### src/rtl/uart_pkg.sv
// Shared definitions for the arbitrated UART transmitter: FSM state encoding,
// default data width and frame-length helper.
package uart_pkg;

  typedef logic [1:0] state_t;

  localparam state_t ST_IDLE  = 2'd0;
  localparam state_t ST_START = 2'd1;
  localparam state_t ST_DATA  = 2'd2;
  localparam state_t ST_STOP  = 2'd3;

  localparam int UART_DATA_W = 8;

  // Baud ticks from grant edge to the edge that ends the last stop bit.
  function automatic int frame_len(input int data_w, input int stop_bits);
    return 1 + data_w + stop_bits;
  endfunction

endpackage

### src/rtl/uart_tx_arb_if.sv
// Requester-side bus of the arbitrated UART transmitter: byte requests in,
// per-requester acknowledge, grant index, busy flag and the serial line out.
interface uart_tx_arb_if #(
  parameter int N_REQ  = 2,
  parameter int DATA_W = 8
);
  logic [N_REQ-1:0]        req;
  logic [N_REQ*DATA_W-1:0] data;
  logic [N_REQ-1:0]        ack;
  logic [1:0]              gnt_id;
  logic                    busy;
  logic                    tx;

  modport master (output req, data, input ack, gnt_id, busy, tx);
  modport slave  (input req, data, output ack, gnt_id, busy, tx);
endinterface

### src/rtl/uart_rr_arb.sv
// Combinational round-robin arbiter: the search starts one past the pointer and
// the first active request wins.
module uart_rr_arb #(
  parameter int N_REQ = 2
) (
  input  logic [N_REQ-1:0] req,
  input  logic [1:0]       ptr,
  output logic [N_REQ-1:0] gnt_oh,
  output logic [1:0]       gnt_idx,
  output logic             any
);

  logic [2*N_REQ-1:0] req2;
  logic [N_REQ-1:0]   req_rot;
  logic [2:0]         start;
  int                 sel;

  // Doubling the vector lets a plain shift rotate the search origin to ptr+1.
  assign req2    = {req, req};
  assign start   = {1'b0, ptr} + 3'd1;
  assign req_rot = N_REQ'(req2 >> start);
  assign any     = |req;

  always_comb begin
    sel = 0;
    for (int j = N_REQ - 1; j >= 0; j--) begin
      if (req_rot[j]) sel = j;
    end
    gnt_idx = 2'((int'(ptr) + 1 + sel) % N_REQ);
    gnt_oh  = '0;
    for (int i = 0; i < N_REQ; i++) begin
      gnt_oh[i] = any && (gnt_idx == 2'(i));
    end
  end

endmodule

### src/rtl/uart_tx_arb.sv
// UART transmitter shared by N_REQ byte producers, round-robin arbitrated,
// framing start + DATA_W bits (LSB first) + STOP_BITS stop bits on baud_tick.
module uart_tx_arb
  import uart_pkg::*;
#(
  parameter int N_REQ     = 2,
  parameter int DATA_W    = UART_DATA_W,
  parameter int STOP_BITS = 1
) (
  input  logic          clk_in,
  input  logic          rst,
  input  logic          baud_tick,
  uart_tx_arb_if.slave  bus
);

  localparam int               CNT_W     = (DATA_W > 1) ? $clog2(DATA_W) : 1;
  localparam logic [CNT_W-1:0] LAST_BIT  = CNT_W'(DATA_W - 1);
  localparam logic             STOP_LAST = 1'(STOP_BITS - 1);

  state_t              state_q, state_d;
  logic [1:0]          ptr_q, ptr_d;
  logic [1:0]          gnt_q, gnt_d;
  logic [DATA_W-1:0]   shift_q, shift_d;
  logic [CNT_W-1:0]    bit_cnt_q, bit_cnt_d;
  logic                stop_cnt_q, stop_cnt_d;
  logic                tx_q, tx_d;
  logic [N_REQ-1:0]    ack_q, ack_d;

  logic [N_REQ-1:0]    win_oh;
  logic [1:0]          win_idx;
  logic                win_any;
  logic                last_stop, grant_pt, grant_go;

  uart_rr_arb #(.N_REQ(N_REQ)) u_arb (
    .req     (bus.req),
    .ptr     (ptr_q),
    .gnt_oh  (win_oh),
    .gnt_idx (win_idx),
    .any     (win_any)
  );

  assign last_stop = (state_q == ST_STOP) && (stop_cnt_q == STOP_LAST);
  assign grant_pt  = baud_tick && ((state_q == ST_IDLE) || last_stop);
  assign grant_go  = grant_pt && win_any;

  // state | meaning
  // IDLE  | line high, waiting for a request on a tick
  // START | start bit on the line, byte latched
  // DATA  | data bit bit_cnt on the line
  // STOP  | stop bit stop_cnt on the line; last one is a grant point
  always_ff @(posedge clk_in or posedge rst) begin
    if (rst) state_q <= ST_IDLE;
    else     state_q <= state_d;
  end

  always_comb begin
    state_d = state_q;
    if (baud_tick) begin
      case (state_q)
        ST_IDLE:  if (win_any) state_d = ST_START;
        ST_START: state_d = ST_DATA;
        ST_DATA:  if (bit_cnt_q == LAST_BIT) state_d = ST_STOP;
        ST_STOP:  if (last_stop) state_d = win_any ? ST_START : ST_IDLE;
        default:  state_d = ST_IDLE;
      endcase
    end
  end

  always_comb begin
    ptr_d      = ptr_q;
    gnt_d      = gnt_q;
    shift_d    = shift_q;
    bit_cnt_d  = bit_cnt_q;
    stop_cnt_d = stop_cnt_q;
    tx_d       = tx_q;
    ack_d      = '0;
    if (grant_go) begin
      ptr_d = win_idx;
      gnt_d = win_idx;
      ack_d = win_oh;
      tx_d  = 1'b0;
      for (int i = 0; i < N_REQ; i++) begin
        if (win_oh[i]) shift_d = DATA_W'(bus.data >> (i * DATA_W));
      end
    end else if (baud_tick) begin
      case (state_q)
        ST_START: begin
          tx_d      = shift_q[0];
          bit_cnt_d = '0;
        end
        ST_DATA: begin
          if (bit_cnt_q == LAST_BIT) begin
            tx_d       = 1'b1;
            stop_cnt_d = 1'b0;
          end else begin
            shift_d   = shift_q >> 1;
            tx_d      = shift_q[1];
            bit_cnt_d = bit_cnt_q + 1'b1;
          end
        end
        ST_STOP: if (!last_stop) stop_cnt_d = stop_cnt_q + 1'b1;
        default: ;
      endcase
    end
  end

  // Reset drives tx high immediately so an aborted frame never leaves the line low.
  always_ff @(posedge clk_in or posedge rst) begin
    if (rst) begin
      ptr_q      <= 2'(N_REQ - 1);
      gnt_q      <= '0;
      shift_q    <= '0;
      bit_cnt_q  <= '0;
      stop_cnt_q <= 1'b0;
      tx_q       <= 1'b1;
      ack_q      <= '0;
    end else begin
      ptr_q      <= ptr_d;
      gnt_q      <= gnt_d;
      shift_q    <= shift_d;
      bit_cnt_q  <= bit_cnt_d;
      stop_cnt_q <= stop_cnt_d;
      tx_q       <= tx_d;
      ack_q      <= ack_d;
    end
  end

  assign bus.ack    = ack_q;
  assign bus.gnt_id = gnt_q;
  assign bus.busy   = (state_q != ST_IDLE);
  assign bus.tx     = tx_q;

endmodule

### src/flat_wrapper.sv
// flat-port wrapper written by rule: the top's interface ports become plain ports
module uart_tx_arb_flat import uart_pkg::*;
#(
  parameter int N_REQ     = 2,
  parameter int DATA_W    = UART_DATA_W,
  parameter int STOP_BITS = 1
)
  (clk_in, rst, baud_tick, bus_req, bus_data, bus_ack, bus_gnt_id, bus_busy, bus_tx);
  uart_tx_arb_if #(.N_REQ(N_REQ), .DATA_W(DATA_W)) bus_i ();
  input  logic clk_in;
  input  logic rst;
  input  logic baud_tick;
  input wire logic [$bits(bus_i.req)-1:0] bus_req;
  input wire logic [$bits(bus_i.data)-1:0] bus_data;
  output wire logic [$bits(bus_i.ack)-1:0] bus_ack;
  output wire logic [$bits(bus_i.gnt_id)-1:0] bus_gnt_id;
  output wire logic [$bits(bus_i.busy)-1:0] bus_busy;
  output wire logic [$bits(bus_i.tx)-1:0] bus_tx;
  assign bus_i.req = bus_req;
  assign bus_i.data = bus_data;
  assign bus_ack = bus_i.ack;
  assign bus_gnt_id = bus_i.gnt_id;
  assign bus_busy = bus_i.busy;
  assign bus_tx = bus_i.tx;
  uart_tx_arb #(.N_REQ(N_REQ), .DATA_W(DATA_W), .STOP_BITS(STOP_BITS)) u_core (.clk_in(clk_in), .rst(rst), .baud_tick(baud_tick), .bus(bus_i));
endmodule
### config.mk
export PLATFORM = sky130hd
export DESIGN_NAME = uart_tx_arb_flat
export DESIGN_NICKNAME = d
export VERILOG_FILES = /design/src/rtl/uart_pkg.sv /design/src/rtl/uart_tx_arb_if.sv /design/src/rtl/uart_rr_arb.sv /design/src/rtl/uart_tx_arb.sv /design/src/flat_wrapper.sv
export SDC_FILE = /design/constraint.sdc
export NUM_CORES = 1
export LEC_CHECK = 0
export CAP_MARGIN = 5
export CORE_MARGIN = 4
export CORE_UTILIZATION = 50
export DETAILED_ROUTE_END_ITERATION = 8
export PLACE_DENSITY = 0.85
export SYNTH_ARGS = -nofsm -noshare
export SYNTH_HDL_FRONTEND = slang
export SYNTH_SLANG_ARGS = --single-unit
### constraint.sdc
create_clock -name clk_in -period 2.89 [get_ports clk_in]
set_input_delay 0.7225 -clock clk_in [delete_from_list [all_inputs] [get_ports clk_in]]
set_output_delay 0.7225 -clock clk_in [all_outputs]
set_load 0.05 [all_outputs]
Word level (Yosys, flattened, before mapping). Cells that the tools add are included.

Input bits: 21. Output and inout bits: 6. Register bits: 21.

Bitwise logic cells: 3. Reduce and logical (&&, ||, !) cells: 20. $add $sub $neg: 5. Shifts and indexed selects: 1. Mux-type cells: 23. Eq/ne operators: 12.

Operators with widths (count): $mux 8 (6); $add 4x32->32 (1); $mux 32 (1); $reduce_and 4->1 (3); $reduce_bool 2->1 (5); $mux 2 (4); $pmux 2 s4 (1); $mux 1 (7); $add 2x1->3 const B (2); $ne 2x1->1 const B (3); $ne 2x2->1 const B (3); $pmux 3 s2 (1); $logic_and 1x1->1 (5); $reduce_and 5->1 (1); $eq 2x1->1 const B (2); $eq 2x2->1 const B (2); $logic_not 2->1 (2); $pmux 1 s2 (2); $shr 4x3->2 (1); $add 3x1->3 const B (1); $eq 3x3->1 const B (1); $mux 3 (1); $ne 3x1->1 const B (1); $reduce_bool 3->1 (1); 6 further kinds (7).

Logic depth before layout (Yosys ltp).
Depth in word-level cells: 11. Depth in mapped cells: 7. Depth with buffers taken out: 6.

Modules after synthesis. From an unflattened synthesis, not the netlist that was laid out.

Cells, all modules: 115. Area total of the unflattened synthesis: 1221.2 µm².

By module, submodules not included: uart_tx_arb (instances 1, cells each 103, seq. area each 503.0 µm², area each 1129.8 µm²); uart_rr_arb (instances 1, cells each 12, seq. area each 0.0 µm², area each 91.3 µm²).

Worst setup path after synthesis. Ideal clock, no wire load.

Path type: reg2out. Start point: register u_core.state_q[0]. End point: output port bus_busy. Data required time: 2.168 ns. Buffers on the path: 0. Arrival time: 0.996 ns. Setup slack: 1.171 ns. Cell stages (with the launch flop): 4. Cell sequence: dfrtp_1 > inv_1 > ha_1 > inv_1.

Word-level cells in the longest chain between the ends: 1.

RTL lines: start, declared (RTL line uart_tx_arb.sv:20) `state_t state_q, state_d;`; start signal, assigned (RTL line uart_tx_arb.sv:53) `else state_q <= state_d;`; $reduce_bool 2->1 (RTL line uart_tx_arb.sv:130) `assign bus.busy = (state_q != ST_IDLE);`; end, declared (RTL line flat_wrapper.sv:17) `output wire logic [$bits(bus_i.busy)-1:0] bus_busy;`.

No other way between the ends.

Worst setup path after layout. Same ends and word-level chain as after synthesis.

==> results.json <==
{
  "startpoint_type": "flip-flop",
  "max_cap_viol_count": 0,
  "pwr-share-seq_pct": 37.8,
  "internal-power_mw": 0.717,
  "insertedDiodeCount": 0,
  "worst_setup_hold_path_clk_slew_ps": 120,
  "reg2reg_depth": 5,
  "clk_latency_ps": 300,
  "p_sw_share_pct": 41.1,
  "yosysWarnings": 0,
  "synth.cells.most_frequent": "17 x dfrtp_1, 9 x mux2i_1, 9 x nor2b_1",
  "synthDistinctLibCells": 31,
  "slew_headroom_pct": 51.7,
  "critPathSlowestCell": "clkdlybuf4s50_1",
  "average_wire_per_standard_cell_um": 13.4,
  "number_of_cts_inserted_buffers": 3,
  "vias": 812,
  "portBuffers": 25,
  "post_route_antenna_net_violation_count": 0,
  "power.density_cell_area_nw_per_um2": 888,
  "synth.ff_latch_count": 19,
  "r2r_start": "u_core.bit_cnt_q[0]",
  "syn-instance-count": 106,
  "worst-r2r-setup-slack_ps": 1090,
  "antenna_found_initial": 0,
  "power.leakage_nw": 0.644,
  "path_cells": "inv_1 -> ha_1 -> inv_1 -> clkdlybuf4s50_1",
  "synth_compound_area_share_pct": 17.4,
  "place.detailed.hpwl_mm": 1.65,
  "netSwitchingPower_mw": 0.501,
  "first_pass_iters": 4,
  "timing.setup.tns_ps": 0,
  "floorplan.die_area_um2": 2990,
  "synthesized_area_fraction_occupied_by_and_or_nand_nor_cells_pct": 14.7,
  "hold_violations": 0,
  "worst-path-max-fanout": 5,
  "power_frac_clock_pct": 11.7,
  "endpoint_of_the_lowest_slack_register_to_register_path": "u_core.shift_q[6]",
  "finalClockSkew_ps": 5.91,
  "post_route_cells_drive_above_1_share_pct": 9.23,
  "max-clock-path-buffers": 2,
  "worst_path_most_repeated_cell": "inv_1",
  "dieWidth_um": 54.7,
  "pin_slew_with_the_least_headroom_to_its_limit_ps": 724,
  "placed_instance_area_um2": 1350,
  "critical-path-max-stage-delay_ps": 790,
  "via_count_of_the_first_global_routing_pass": 764,
  "synth_seq_area_share_pct": 43.9,
  "overflow_left_after_global_routing": 0,
  "cts.sinks": 19,
  "synth.most_common_cell": "dfrtp_1",
  "syn-mean-instance-area_um2": 10.3,
  "postSynthNetCount": 134,
  "post_synth_top_area_cell": "dfrtp_1",
  "total_wire_length_mm": 2.10,
  "cp.required_ps": 2170,
  "fp.dieH_um": 54.7,
  "largest_net_degree_at_the_start_of_global_routing": 22,
  "muxShareOfSynthArea_pct": 10.7,
  "post_synth_instance_area_um2": 1090,
  "worst_hold_slack_ps": 492,
  "setup_viols_final": 0,
  "max_clock_freq_mhz": 378,
  "crit_path_end_kind": "primary output",
  "synth-edff-count": 0,
  "drv_slew": 0,
  "synthAdderAreaFrac_pct": 8.05,
  "cts_hold_buffers": 0,
  "initial_utilization_pct": 53.8,
  "critical_path_arrival_ps": 1920,
  "timing.hold.worst.class": "flip-flop to flip-flop",
  "status": "complete, no violations",
  "ctsRootBufferMaster": "clkbuf_4",
  "peakVddDrop_mv": 0.628,
  "grt_pass1_wl_mm": 3.39,
  "drt_first_iter_violations": 13,
  "crit_type": "flip-flop to primary output",
  "postSynth.asyncResetShare_pct": 100,
  "grt_util_all_layers_pct": 15.8,
  "num_io_pins": 27,
  "critical_path.startpoint": "u_core.state_q[0]",
  "synth_top_cell_area_share_pct": 39.1,
  "flow.area_growth_from_synthesis_pct": 26.1,
  "grt_setup_unrepaired": "false",
  "num_rows": 16,
  "synth_top_flop_cell": "dfrtp_1",
  "remaining_drc_errors": 0,
  "min_period_over_period_pct": 91.6,
  "power_mw": 1.22,
  "final_cells": 157,
  "place_congestion": 0.710,
  "layout.nets": 159,
  "period_minus_slack_ps": 2650,
  "placeableCoreArea_um2": 2020,
  "fin_area_um2": 1370,
  "synth_xor_xnor_area_share_pct": 0,
  "cts_resized": 0,
  "numPlacedInstances": 153,
  "post_drt_via_cell_ratio": 5.17,
  "power.share.combinational_pct": 50.5,
  "postCtsSetupRepairBufs": 0,
  "largest_family_of_logic_cells_by_synthesized_area": "compound AO/OA/AOI/OAI gates",
  "tritoncts": "done",
  "yosys-top-cells-area": "dfrtp_1 39%, mux2i_1 8.3%, ha_1 8.0%",
  "h-tree-depth": 1,
  "critical_path.endpoint": "bus_busy"
}
-- worst min path at each step --
stage                     slack [ps]            startpoint  depth (start not counted)                    to
final                            490       u_core.ptr_q[0]                          2       u_core.ptr_q[0]
after CTS                        490       u_core.ptr_q[0]                          2       u_core.ptr_q[0]
after global placement           460  u_core.bus.gnt_id[0]                          2  u_core.bus.gnt_id[0]
after floorplan                  450       u_core.ptr_q[0]                          2       u_core.ptr_q[0]
after global routing             520       u_core.ptr_q[0]                          2       u_core.ptr_q[0]
after detailed placement         470       u_core.ptr_q[0]                          2       u_core.ptr_q[0]
-- flip-flops by register name (all words and copies together) (netlist names) --
signal and flops:
u_core.shift_q 8, u_core.bus.ack 2, u_core.ptr_q 1, u_core.bus.tx 1, u_core.stop_cnt_q 1, u_core.state_q 2
u_core.bus.gnt_id 1, u_core.bit_cnt_q 3
-- metal layers --
metal | up-vias | wire length [um] | share of wire [%] | track usage, %
li1 | 419 | - | - | -
met4 | 0 | 0 | 0 | 2.49
met2 | 11 | 1140 | 54 | 26.6
met5 | - | 0 | 0 | 0
met3 | 0 | 57 | 2.7 | 3.54
met1 | 382 | 903 | 43 | 20.8
-- power groups by stage --
stage / Clock [mW] / Combinational, mW / Sequential, mW
after floorplan: 0 / 0.424 / 0.506
final: 0.143 / 0.615 / 0.460
after detailed placement: 0 / 0.621 / 0.466
after CTS: 0.144 / 0.624 / 0.461
after global placement: 0 / 0.599 / 0.462
after global routing: 0.158 / 0.689 / 0.475
-- through the flow --
step / utilization [%] / setup WS, ps
floorplan: - / 1170
global placement: 66.5 / 556
detailed placement: 66.5 / 474
CTS: 67.9 / 234
global route: 67.9 / 146
finish: 67.9 / 243
-- cells by family (layout without fill, tap and decap cells) --
| group | Yosys count | count (layout) |
|---|---|---|
| simple gates | 31 | 31 |
| compound gates | 26 | 26 |
| flops | 19 | 19 |
| mux | 11 | 11 |
| buf+inv | 11 | 35 |
| fa+ha+maj | 7 | 7 |
| other cells | 1 | 1 |
-- placed cells by master, fill, tap and decap left out --
master           synthesis  routed
a211o_1                  2       2
a211oi_1                 7       7
a21boi_0                 1       1
a21boi_2                 1       1
a21oi_1                  7       7
a22o_2                   2       2
a2bb2oi_1                1       1
buf_4                    2       1
clkbuf_4                 0       3
clkdlybuf4s50_1          0      25
clkinv_2                 0       1
conb_1                   1       1
dfrtp_1                 17      17
dfstp_2                  2       2
ha_1                     7       7
inv_1                    5       5
mux2_2                   1       1
mux2_4                   1       1
mux2i_1                  9       9
nand2_1                  7       7
nand2b_1                 3       3
nand3_1                  1       1
nand3b_1                 1       1
nand4_1                  1       1
nor2_1                   7       7
nor2b_1                  9       9
nor3_1                   1       1
o21a_1                   1       1
o21ai_1                  1       1
o221ai_1                 1       1
o31ai_1                  2       2
or3b_1                   1       1
-- layout make-up --
type                       count  area (um2)
clock inverter                 1        5.00
tap                           27        33.8
inverter                       5        18.8
multi-input combinational     76         557
timing repair buffer          26         258
clock buffer                   3        22.5
sequential                    19         478
fill                         168         649
-- critical path, delay by kind of cell (launching register included) --
kind	cells	cell delay [ps]
fa+ha+maj	1	240
buf+inv	3	950
flops	1	430
Power figures use the tool's default switching activity.
